File: config.mk
export PLATFORM = sky130hd
export DESIGN_NAME = packet_tx_framer
export DESIGN_NICKNAME = d
export VERILOG_FILES = /design/src/rtl/packet_tx_framer.sv
export SDC_FILE = /design/constraint.sdc
export NUM_CORES = 1
export LEC_CHECK = 0
export BUFFER_PORTS_ARGS = -buffer_cell sky130_fd_sc_hd__buf_2
export CAP_MARGIN = 20
export CORE_MARGIN = 4
export CORE_UTILIZATION = 40
export DETAILED_ROUTE_END_ITERATION = 10
export GPL_ROUTABILITY_DRIVEN = 0
export HOLD_SLACK_MARGIN = 0.15
export SLEW_MARGIN = 10
export SYNTH_ARGS = -nofsm -noshare
export SYNTH_HDL_FRONTEND = slang
export SYNTH_SLANG_ARGS = --single-unit
export TNS_END_PERCENT = 50
File: constraint.sdc
create_clock -name iclk -period 3.5 [get_ports iclk]
set_input_delay 0.35 -clock iclk [delete_from_list [all_inputs] [get_ports iclk]]
set_output_delay 0.35 -clock iclk [all_outputs]
set_load 0.02 [all_outputs]
File: src/rtl/packet_tx_framer.sv
// Drain stage of the packet buffer: pops one stored packet at a time and sends it on a
// GMII-style byte interface with preamble/SFD framing, illegal-length discard and IFG spacing.
module packet_tx_framer #(
    parameter int pDATA_WIDTH        = 8,
    parameter int pMIN_PACKET_LENGHT = 64,
    parameter int pMAX_PACKET_LENGHT = 1536,
    parameter int pLEN_WIDTH         = $clog2(pMAX_PACKET_LENGHT) + 1,
    parameter int pIFG_CYCLES        = 12
) (
    input  logic                   iclk,
    input  logic                   i_rst_n,
    input  logic                   iempty,
    input  logic [pLEN_WIDTH-1:0]  ilen_pac,
    input  logic [pDATA_WIDTH-1:0] ird_data,
    input  logic                   itx_hold,
    output logic                   olen_pop,
    output logic                   ord_en,
    output logic [pDATA_WIDTH-1:0] otxd,
    output logic                   otx_en,
    output logic                   obusy,
    output logic                   oerr_len,
    output logic [15:0]            opkt_cnt,
    output logic [15:0]            odrop_cnt
);

    localparam logic [pLEN_WIDTH-1:0]  MIN_LEN  = pLEN_WIDTH'(pMIN_PACKET_LENGHT);
    localparam logic [pLEN_WIDTH-1:0]  MAX_LEN  = pLEN_WIDTH'(pMAX_PACKET_LENGHT);
    localparam logic [pLEN_WIDTH-1:0]  PRE_LAST = pLEN_WIDTH'(6);
    localparam logic [pLEN_WIDTH-1:0]  IFG_LAST = pLEN_WIDTH'(pIFG_CYCLES - 1);
    localparam logic [pDATA_WIDTH-1:0] PRE_BYTE = pDATA_WIDTH'(8'h55);
    localparam logic [pDATA_WIDTH-1:0] SFD_BYTE = pDATA_WIDTH'(8'hD5);

    typedef enum logic [2:0] {
        ST_IDLE,
        ST_PREAMBLE,
        ST_SFD,
        ST_DATA,
        ST_DISCARD,
        ST_IFG
    } state_t;

    state_t                   state, state_nxt;
    logic [pLEN_WIDTH-1:0]    cnt, cnt_nxt, cnt_inc, rlen;
    logic                     tx_en_p0, pop_p0, err_p0, pkt_inc_p0, drop_inc_p0;
    logic [pDATA_WIDTH-1:0]   txd_p0;

    function automatic logic len_legal(input logic [pLEN_WIDTH-1:0] len);
        return (len >= MIN_LEN) && (len <= MAX_LEN);
    endfunction

    assign cnt_inc = cnt + 1'b1;
    assign obusy   = (state != ST_IDLE);

    // Stage p0: state decode. DATA holds one extra cycle (cnt == rlen) so the last byte
    // clears the output register before IFG starts counting.
    always_comb begin
        state_nxt   = state;
        cnt_nxt     = cnt_inc;
        ord_en      = 1'b0;
        tx_en_p0    = 1'b0;
        txd_p0      = '0;
        pop_p0      = 1'b0;
        err_p0      = 1'b0;
        pkt_inc_p0  = 1'b0;
        drop_inc_p0 = 1'b0;
        case (state)
            ST_IDLE: begin
                cnt_nxt = '0;
                if (!iempty && !itx_hold) begin
                    pop_p0 = 1'b1;
                    if (len_legal(ilen_pac)) begin
                        state_nxt = ST_PREAMBLE;
                    end else begin
                        state_nxt = ST_DISCARD;
                        err_p0    = 1'b1;
                    end
                end
            end
            ST_PREAMBLE: begin
                tx_en_p0 = 1'b1;
                txd_p0   = PRE_BYTE;
                if (cnt == PRE_LAST) begin
                    state_nxt = ST_SFD;
                    cnt_nxt   = '0;
                end
            end
            ST_SFD: begin
                // First read issued here: SRAM latency plus output register lands byte 1
                // right after the SFD.
                tx_en_p0  = 1'b1;
                txd_p0    = SFD_BYTE;
                ord_en    = 1'b1;
                state_nxt = ST_DATA;
                cnt_nxt   = '0;
            end
            ST_DATA: begin
                if (cnt == rlen) begin
                    state_nxt  = ST_IFG;
                    cnt_nxt    = '0;
                    pkt_inc_p0 = 1'b1;
                end else begin
                    tx_en_p0 = 1'b1;
                    txd_p0   = ird_data;
                    ord_en   = (cnt_inc != rlen);
                end
            end
            ST_DISCARD: begin
                if (cnt == rlen) begin
                    state_nxt   = ST_IFG;
                    cnt_nxt     = '0;
                    drop_inc_p0 = 1'b1;
                end else begin
                    ord_en = 1'b1;
                end
            end
            ST_IFG: begin
                if (cnt == IFG_LAST) begin
                    state_nxt = ST_IDLE;
                    cnt_nxt   = '0;
                end
            end
            default: begin
                state_nxt = ST_IDLE;
                cnt_nxt   = '0;
            end
        endcase
    end

    // Stage p1: registered outputs and counters
    always_ff @(posedge iclk) begin
        if (!i_rst_n) begin
            state     <= ST_IDLE;
            cnt       <= '0;
            olen_pop  <= 1'b0;
            oerr_len  <= 1'b0;
            otx_en    <= 1'b0;
            otxd      <= '0;
            opkt_cnt  <= '0;
            odrop_cnt <= '0;
        end else begin
            state    <= state_nxt;
            cnt      <= cnt_nxt;
            olen_pop <= pop_p0;
            oerr_len <= err_p0;
            otx_en   <= tx_en_p0;
            otxd     <= txd_p0;
            if (pkt_inc_p0) opkt_cnt <= opkt_cnt + 16'd1;
            if (drop_inc_p0) odrop_cnt <= odrop_cnt + 16'd1;
        end
    end

    // Length is held while idle so the decision cycle's value sticks for the packet
    always_ff @(posedge iclk) begin
        if (state == ST_IDLE) rlen <= ilen_pac;
    end

endmodule
* After elaboration in Yosys (flattened, before gate mapping) *
Cells that the tools add are included.

operators by class
  $add $sub $neg = 3
  magnitude comparators = 2
  equal/unequal tests = 13
  mux-type cells = 21
  reductions and logical operators = 11

operators by type and width
  cell                                                                      number
  12-bit 2-to-1 mux                                                         3
  12-bit case mux with 3 select lines                                       1
  16-bit by 1-bit adder with 16-bit output (second input constant)          2
  8-bit case mux with 3 select lines                                        1
  3-bit 2-to-1 mux                                                          5
  3-bit case mux with 5 select lines                                        1
  12-bit by 1-bit adder with 12-bit output (second input constant)          1
  12-bit equality test                                                      1
  12-bit by 3-bit equality test with 1-bit output (second input constant)   1
  12-bit by 4-bit equality test with 1-bit output (second input constant)   1
  12-bit by 7-bit >= comparator with 1-bit output (second input constant)   1
  12-bit by 11-bit <= comparator with 1-bit output (second input constant)  1
  12-bit inequality test                                                    1
  8-bit 2-to-1 mux                                                          1
  1-bit 2-to-1 mux                                                          7
  3-bit by 2-bit equality test with 1-bit output (second input constant)    2
  3-bit equality test (second input constant)                               2
  2-bit inequality test (second input constant)                             3
  4-bit AND reduction                                                       1
  2-bit OR reduction                                                        2
  3-bit by 1-bit equality test with 1-bit output (second input constant)    1
  3-bit logical NOT                                                         1
  1-bit case mux with 3 select lines                                        1
  3-bit AND reduction                                                       1
  6 further kinds                                                           8

word-level totals
  flip-flop bits (word level) = 70
  input port bits = 24
  logic and storage cells = 59

* Longest topological paths before layout *
Gate-level depths: netlist (run 1).

  depth in word-level cells = 5
  depth in mapped cells = 9

* Worst setup path after synthesis (run 1) *
Ideal clock, no wire load.

  kind = reg-to-output
  start = register cnt[0]
  end = output port ord_en
  arrival = 2081 ps
  data required time = 3150 ps
  path slack = 1069 ps
  stages on the path, launching flop included = 10
  path buffers = 2
  path through = dfxtp_1 > ha_1 > buf_2 > and4_1 > clkbuf_1 > a41oi_1 > xnor2_1 > o32a_1 > o311ai_1 > o221ai_1

between the ends
  cells in the longest elaborated chain, start to end = 4
  elaborated cells between the ends (all ways) = 6
  those cells by class = 1 x add/sub; 2 x eq/ne; 3 x mux

RTL lines
  element                                   RTL line  RTL
  start, declared                           43        logic [pLEN_WIDTH-1:0] cnt, cnt_nxt, cnt_inc, rlen;
  start signal, assigned                    142       cnt <= cnt_nxt;
  12-bit by 1-bit adder with 12-bit output  51        assign cnt_inc = cnt + 1'b1;
  12-bit inequality test                    104       ord_en = (cnt_inc != rlen);
  1-bit 2-to-1 mux                          97        if (cnt == rlen) begin
  1-bit case mux with 3 select lines (*)    66        case (state)
  end, declared                             17        output logic ord_en,

Mark *: on every way between the ends. The rest lies on a longest branch, timed or not.

* Final worst setup path (run 1) *
  start = register cnt[2]
  end = output port ord_en

The elaborated chain is that of the path after synthesis.

==> impl_metrics.csv, run 1 <==
group,metric,value,unit
floorplanning,die_height,100,microns
place,dp_hpwl,5.27,mm
floorplanning,dieArea,10100,sq um
clock_tree,cts-root-buf,"clkbuf_8",
synth,yosysSeqAreaShare,0.447,
floorplanning,design.core.area,8260,sq um
min_path,hold_start,"ilen_pac[1]",
sta,hold_viol_final,0,
worst_setup_path,crit_fanout,10,
synth,ys_ff_latch,70,
min_path,min_path_cells,1,
worst_setup_path,timing.rr.start,"rlen[8]",
synth,ys_types,52,
grt,grt-ovfl-total,0,
clock_tree,cts_buffer_depth,2,
clock_tree,insertion_delay,340,ps
synth,synthTopCellsByCount,"dfxtp_1, xnor2_1, and2_1",
cells_and_area,regArea,1520,sq um
sta,slew_headroom,0.550,
cells_and_area,multi_input_area,1760,sq um
routing,wl,7.26,mm
cells_and_area,drive_above_1_share,0.211,
synth,yosys-top-cells-area,"dfxtp_1, edfxtp_1, xnor2_1, xor2_1, and2_1",
routing,dr.pass1.iters,4,
sta,rsz0062_at_grt,"false",
pwr,p_leak,1.68,nW
sta,hold-worst-slack,193,ps
clock_tree,cts_tree,"built",
grt,grt_max_degree,47,
cells_and_area,fin_util,0.478,
synth,synth_nets,382,
worst_setup_path,rr_worst_depth,6,
grt,grt_pass1_wl,12.4,mm
synth,ys.flop_type,"dfxtp_1",
pwr,p_per_area,525,nW/um^2
worst_setup_path,end_kind,"output pin",
cells_and_area,diodes,0,
clock_tree,ctsHoldBuffers,0,
sta,setup_viol_count_final,0,
synth,avgSynthCellArea,9.62,sq um
clock_tree,numCtsBuffers,9,
floorplanning,die_w,100,microns
sta,fin_skew,15.4,ps
grt,antenna_found_initial,0,
clock_tree,cts-resized-gates,0,
worst_setup_path,setup.worst_path.start_class,"flip-flop",
synth,synthMostInstantiatedCell,"dfxtp_1",
place,port-buffer-count,68,
clock_tree,cts.sinks,70,
worst_setup_path,r2r_slack,1320,ps
sta,fin_crit_sh,0.855,
worst_setup_path,timing.rr.end,"opkt_cnt[13]",
worst_setup_path,worstPathRequired,3150,ps
sta,slew_violations,0,
synth,yosysWarningCount,0,
sta,tns,0,ps
routing,drtIter0Drc,73,
synth,synthArstFlopShare,0,
run_status,status,"finished clean",
clock_tree,path_clk_slew,80,ps
synth,synth_top_area_frac,0.341,
routing,drtAntennaViolNets,0,
floorplanning,start_util,0.412,
min_path,hold_end,"rlen[1]",
synth,netlist_area,3400,sq um
cells_and_area,area_growth,15.9,%
routing,routed_via_density,5.05,
grt,globalRouteTotalUtil,0.152,
min_path,hold_path.class,"in2reg",
synth,yosysTopAreaCell,"dfxtp_1",
cells_and_area,nFillCells,843,
grt,grt_pass1_vias,2571,
worst_setup_path,critPathArrivalTime,2640,ps
pwr,ir_drop,0.240,mV
sta,fmax,334,MHz
synth,synth_edf_count,12,
floorplanning,io_pins,69,
floorplanning,row_count,33,
sta,fin_crit,2990,ps
cells_and_area,nets,444,
routing,drt_drc_violations_left,0,
clock_tree,post_cts_buffers,0,
worst_setup_path,cp-startpoint,"cnt[2]",
routing,post_drt_wl_per_cell,13.8,microns
routing,vias,2654,
worst_setup_path,crit_type,"reg2out",
synth,synth_cells,354,
sta,tightest_slew,671,ps
run,drv_cap,0,
clock_tree,ctsHtreeMaxLevel,3,
-- report_power, final --
part,switching (W),internal [W]
Sequential,0.0000837,0.000943
Clock,0.000299,0.000256
Combinational,0.000302,0.000186
Total,0.000685,0.00138
-- stage by stage --
step                      area, sq um  total power [W]  std cells  worst slack (ps)
final                            3950          0.00207        526               507
after global routing             3950          0.00220        526               270
after CTS                        3950          0.00210        526               483
after detailed placement         3790          0.00154        510               872
after global placement           3790          0.00153        510               916
after floorplan                  3400          0.00139        354              1070
-- kinds of logic (layout without fill, tap and decap cells) --
kind of cell / after synthesis / in the layout / share of synthesized area
AO/OA/AOI/OAI: 37 / 37 / 0.0750
XOR/XNOR: 56 / 56 / 0.144
adder cells (fa/ha/maj): 4 / 4 / 0.0147
buffers and inverters: 25 / 92 / 0.0353
flip-flops: 70 / 70 / 0.447
multiplexers: 4 / 4 / 0.0118
AND/OR/NAND/NOR: 158 / 158 / 0.272
-- sequential cells by signal, indices dropped and copies added, names as in the netlist --
register and flops:
odrop_cnt 16, state 3, otxd 8, opkt_cnt 16, otx_en 1, oerr_len 1
olen_pop 1, cnt 12, rlen 12
-- how the worst max path moves through the flow --
stage / endpoint / cells past startpoint
2_1_floorplan: ord_en / 9
3_3_place_gp: ord_en / 8
3_5_place_dp: ord_en / 8
4_1_cts: ord_en / 8
5_1_grt: ord_en / 8
6_report: ord_en / 7
-- cell usage in the layout, fill, tap and decap left out, drive strengths merged, types with 3 or more instances in the layout --
master,n
nor4,10
and4,6
and3,10
inv,9
or3,3
nor3,5
xor2,26
mux2i,4
a21boi,3
nor2b,4
nand4,9
edfxtp,12
a31oi,4
clkbuf,12
o21a,5
nand3,17
ha,4
o21ai,8
a21oi,4
dfxtp,58
nor2,26
nand2,26
buf,68
and2,27
nand2b,6
xnor2,30
-- layer usage --
metal	GRT usage	up-vias	wire [microns]
met2	0.233	77	3230
met4	0.0611	0	119
met3	0.0313	10	419
li1	-	1356	-
met1	0.211	1211	3490
met5	0	-	0
-- critical path, stage by stage, from the launching register on --
cell	delay, ps
dfxtp_1	510
nand3_1	200
nor2_1	330
xor2_1	110
or4_1	530
o311ai_1	280
o221ai_1	170
buf_2	190
-- layout make-up --
cell class | instances | area share
clock buffer | 12 | 0.0343
clock inverter | 4 | 0.00603
inverter | 8 | 0.00761
multi-input combinational | 259 | 0.447
sequential | 70 | 0.386
tap | 105 | 0.0333
timing repair buffer | 68 | 0.0863
Power figures use the tool's default switching activity.
==> run 2: changes to the inputs <==
CORE_UTILIZATION = 45   (was 40)
PLACE_DENSITY = 0.67   (was unset)
==> run 2 against run 1 <==
  * Combinational power grew 2%
  * Sequential cell count is the same
  * Worst setup slack lost 89 ps
  * Core utilization grew 6.6 points
  * Highest routed layer unchanged
  * Fmax shrank 2.9%
  * Global-route usage grew 2.2 points
  * Die area shrank 10%
==> impl_metrics.csv, run 2 (synthesis gave the netlist of run 1 again) <==
group,metric,value,unit
run_status,status,"finished clean",
cells_and_area,multi_input_area,1760,sq um
worst_setup_path,setup.worst_path.start_class,"flip-flop",
run,drv_cap,0,
clock_tree,cts_buffer_depth,2,
routing,dr.pass1.iters,4,
sta,hold-worst-slack,189,ps
cells_and_area,fin_util,0.544,
sta,tns,0,ps
worst_setup_path,crit_type,"reg2out",
pwr,ir_drop,0.244,mV
pwr,p_per_area,535,nW/um^2
cells_and_area,regArea,1520,sq um
floorplanning,dieArea,9020,sq um
clock_tree,ctsHoldBuffers,0,
cells_and_area,final_area,3960,sq um
grt,grt_max_degree,44,
grt,grt_pass1_vias,2561,
place,placed_cell_area,3790,sq um
grt,met3_usage,0.0414,
clock_tree,insertion_delay,350,ps
min_path,hold_path.class,"in2reg",
routing,drtIter0Drc,101,
pwr,total_power,0.00212,W
grt,antenna_found_initial,0,
grt,groute.layer.met2.usage,0.273,
worst_setup_path,critPathArrivalTime,2730,ps
routing,vias,2651,
grt,use_met1,0.229,
floorplanning,io_pins,69,
sta,hold_viol_final,0,
cells_and_area,nFillCells,729,
worst_setup_path,crit_fanout,9,
routing,post_drt_wl_per_cell,14.2,microns
sta,fin_crit_sh,0.881,
floorplanning,die_w,95.0,microns
sta,slew_violations,0,
sta,fin_crit,3080,ps
cells_and_area,diodes,0,
routing,wl,7.40,mm
clock_tree,ctsHtreeMaxLevel,3,
floorplanning,design.core.area,7290,sq um
pwr,p_leak,1.69,nW
clock_tree,path_clk_slew,70,ps
place,dp_hpwl,5.32,mm
routing,drt_drc_violations_left,0,
place,port-buffer-count,68,
worst_setup_path,r2r_slack,1320,ps
sta,fmax,324,MHz
cells_and_area,area_growth,16.4,%
sta,setup_viol_count_final,0,
cells_and_area,nets,445,
sta,tightest_slew,531,ps
grt,top_usage_layer,"met2",
cells_and_area,layout_common_cells,"buf_2, dfxtp_1, xnor2_1, and2_1",
clock_tree,cts-resized-gates,0,
cells_and_area,drive_above_1_share,0.214,
cells_and_area,layout_commonest_cell,"buf_2",
sta,rsz0062_at_grt,"false",
routing,drtAntennaViolNets,0,
routing,routed_via_density,5.10,
sta,fin_skew,7.99,ps
cells_and_area,top_regs,"odrop_cnt x16, opkt_cnt x16",
floorplanning,row_count,31,
floorplanning,start_util,0.467,
clock_tree,numCtsBuffers,9,
worst_setup_path,worstPathRequired,3150,ps
grt,globalRouteTotalUtil,0.174,
grt,grt-ovfl-total,0,
clock_tree,cts-root-buf,"clkbuf_8",
clock_tree,cts_tree,"built",
clock_tree,cts.sinks,70,
clock_tree,post_cts_buffers,0,
grt,grt_pass1_wl,12.2,mm
worst_setup_path,end_kind,"output pin",
floorplanning,die_height,95.0,microns
sta,slew_headroom,0.644,
[run 2: cell count changes in the layout (fill, tap and decap cells not counted), sizes merged]
| cell | before | now |
|---|---|---|
| buf | 68 | 69 |
| clkbuf | 12 | 14 |
| clkinv | 2 | 1 |
| clkinvlp | 1 | 0 |
| inv | 9 | 8 |
[run 2: final timing paths]
kind,from,endpoint,depth (start not counted)
max,cnt[0],ord_en,8
min,ilen_pac[1],rlen[1],1
max reg2reg,cnt[7],cnt[1],6
min reg2reg,opkt_cnt[15],opkt_cnt[15],2
[run 2: power breakdown]
group	total, W	leakage, nW	internal (W)	switching (W)
Combinational	0.000496	1.01	0.000187	0.000309
Clock	0.000598	0.0926	0.000311	0.000287
Sequential	0.00103	0.590	0.000944	0.0000850
[run 2: area by class of cell]
cell class / count / share of cell area
timing repair buffer: 69 / 0.0878
multi-input combinational: 259 / 0.445
clock buffer: 14 / 0.0436
inverter: 8 / 0.00758
tap: 99 / 0.0313
clock inverter: 1 / 0.00126
sequential: 70 / 0.384
[run 2: metrics by stage]
stage	cells	worst slack, ps
4_1_cts	520	436
3_5_place_dp	505	831
2_1_floorplan	354	1070
5_1_grt	520	220
3_3_place_gp	505	910
6_report	520	418
[run 2: routing by layer]
layer	up-vias	routed length (microns)
li1	1358	-
met1	1205	3480
met2	77	3340
met3	11	442
met4	0	137
met5	-	0
[run 2: worst max-delay path, stage by stage (launching register included)]
cell	delay (ps)
dfxtp_1	440
ha_1	380
and4_1	370
a41oi_1	170
xnor2_1	160
o32a_1	170
o311ai_1	330
o221ai_1	190
buf_2	190
==> run 3: changes to the inputs <==
--- a/config.mk
+++ b/config.mk
@@ -14,5 +14,5 @@
 export HOLD_SLACK_MARGIN = 0.15
 export PLACE_DENSITY = 0.67
-export SLEW_MARGIN = 10
+export SLEW_MARGIN = 5
 export SYNTH_ARGS = -nofsm -noshare
 export SYNTH_HDL_FRONTEND = slang
==> constraint.sdc (replaced) <==
create_clock -name iclk -period 3.5 [get_ports iclk]
set_input_delay 0.175 -clock iclk [delete_from_list [all_inputs] [get_ports iclk]]
set_output_delay 0.175 -clock iclk [all_outputs]
set_load 0.02 [all_outputs]
==> run 3 against run 2 <==
  * Final cell count is 3.8% higher
  * Count of clock-buffer cells in the layout is 1 lower
  * Total power is 0.44% lower
  * First-iteration DRC count is 6.9% higher
  * Core utilization is 2.6 points higher
==> impl_metrics.csv, run 3 (synthesis gave the netlist of run 1 again) <==
group,metric,value,unit
min_path,min_path_cells,3,
routing,dr.pass1.iters,4,
clock_tree,cts.sinks,70,
worst_setup_path,end_kind,"output pin",
clock_tree,cts-resized-gates,0,
cells_and_area,multi_input_area,1760,sq um
sta,slew_headroom,0.561,
grt,grt_pass1_vias,2666,
worst_setup_path,cpLargestDelayFamily,"simple AND/OR/NAND/NOR gates",
floorplanning,row_count,31,
cells_and_area,diodes,0,
place,port-buffer-count,68,
worst_setup_path,crit_chain,"nand3_1 -> nor2_1 -> xor2_1 -> or4_1 -> o311ai_1 -> o221ai_1 -> buf_2",
pwr,p_per_area,508,nW/um^2
sta,worst_slack,570,ps
min_path,hold_path.class,"in2reg",
sta,hold_viol_final,0,
run,drv_cap,0,
floorplanning,die_w,95.0,microns
pwr,p_leak,1.77,nW
routing,drt_drc_violations_left,0,
cells_and_area,nets,464,
routing,post_drt_wl_per_cell,13.5,microns
worst_setup_path,setup.worst_path.start_class,"flip-flop",
grt,antenna_found_initial,0,
sta,slew_violations,0,
routing,wl,7.28,mm
clock_tree,path_clk_slew,70,ps
sta,fin_skew,9.25,ps
routing,vias,2747,
floorplanning,dieArea,9020,sq um
grt,globalRouteTotalUtil,0.173,
cells_and_area,layout_common_cells,"buf_2, dfxtp_1, xnor2_1, and2_1",
worst_setup_path,crit_fanout,10,
routing,drtIter0Drc,108,
cells_and_area,top_regs,"odrop_cnt x16, opkt_cnt x16",
sta,tightest_slew,658,ps
worst_setup_path,cp_slowest_cell,"or4_1",
sta,fin_crit_sh,0.837,
clock_tree,cts_tree,"built",
grt,grt_max_degree,47,
floorplanning,start_util,0.467,
cells_and_area,nFillCells,686,
sta,rsz0062_at_grt,"false",
cells_and_area,drive_above_1_share,0.204,
grt,grt_pass1_wl,12.1,mm
sta,fmax,341,MHz
run_status,status,"finished clean",
place,dp_hpwl,5.11,mm
cells_and_area,regArea,1520,sq um
cells_and_area,layout_commonest_cell,"buf_2",
sta,setup_viol_count_final,0,
cells_and_area,area_growth,22.1,%
sta,tns,0,ps
worst_setup_path,rr_worst_depth,6,
worst_setup_path,cpPeakStageDelay,520,ps
floorplanning,io_pins,69,
grt,grt-ovfl-total,0,
sta,fin_crit,2930,ps
floorplanning,die_height,95.0,microns
place,place_ws,975,ps
floorplanning,design.core.area,7290,sq um
routing,routed_via_density,5.09,
clock_tree,cts_buffer_depth,2,
worst_setup_path,worstPathRequired,3320,ps
clock_tree,numCtsBuffers,9,
clock_tree,insertion_delay,350,ps
clock_tree,ctsHtreeMaxLevel,3,
worst_setup_path,cp.depth,7,
pwr,ir_drop,0.267,mV
clock_tree,cts-root-buf,"clkbuf_8",
routing,drtAntennaViolNets,0,
worst_setup_path,critPathBufInv,1,
worst_setup_path,crit_type,"reg2out",
cells_and_area,fin_util,0.570,
worst_setup_path,critPathArrivalTime,2750,ps
clock_tree,post_cts_buffers,0,
-- run 3: changes by cell type in the layout (fill, tap and decap cells not counted) --
cell | previous run | this run
clkinv_2 | 1 | 2
buf_4 | 1 | 0
clkinv_4 | 0 | 1
clkbuf_8 | 12 | 11
dlygate4sd3_1 | 0 | 20
-- run 3: path summary, 6_finish.rpt --
path,endpoint,from,slack (ps)
worst max register to register,opkt_cnt[13],cnt[2],1320
worst min-delay path,olen_pop,iempty,220
worst min register to register,opkt_cnt[15],opkt_cnt[15],480
worst max-delay path,ord_en,cnt[2],570
-- run 3: timing repair --
action	CTS	global route
endpoints found under the setup margin	0	0
hold endpoints to repair	20	0
hold buffers	20	0
-- run 3: layout make-up --
type,instances,area share
Sequential cell,70,0.366
Timing Repair Buffer,88,0.130
Clock inverter,3,0.00452
Inverter,8,0.00722
Multi-Input combinational cell,259,0.424
Clock buffer,13,0.0382
Tap cell,99,0.0298
-- run 3: worst register-to-register path, stage by stage (launching register included) --
cell and delay, ps:
dfxtp_1 500, xnor2_1 210, nor4b_4 380, nand3_4 260, nor4_4 450, nand3_1 140, mux2i_1 130
-- run 3: power by group --
group / switching [W] / leakage (nW) / internal, W
logic: 0.000301 / 1.09 / 0.000200
clock network: 0.000292 / 0.0934 / 0.000295
registers: 0.0000814 / 0.590 / 0.000943
total: 0.000674 / 1.77 / 0.00144
-- run 3: per-stage QoR --
stage	power, W	hold slack [ps]	cells	area, sq um
3_5_place_dp	0.00153	369	504	3780
3_3_place_gp	0.00152	369	504	3780
6_report	0.00211	218	540	4160
4_1_cts	0.00214	203	540	4160
5_1_grt	0.00223	222	540	4160
2_1_floorplan	0.00139	274	354	3400
-- run 3: layer usage --
layer	vias to the layer above	GRT usage	wire, microns
met5	-	0	0
met4	0	0.0721	103
met3	8	0.0486	361
met2	61	0.281	3440
met1	1277	0.216	3370
li1	1401	-	-
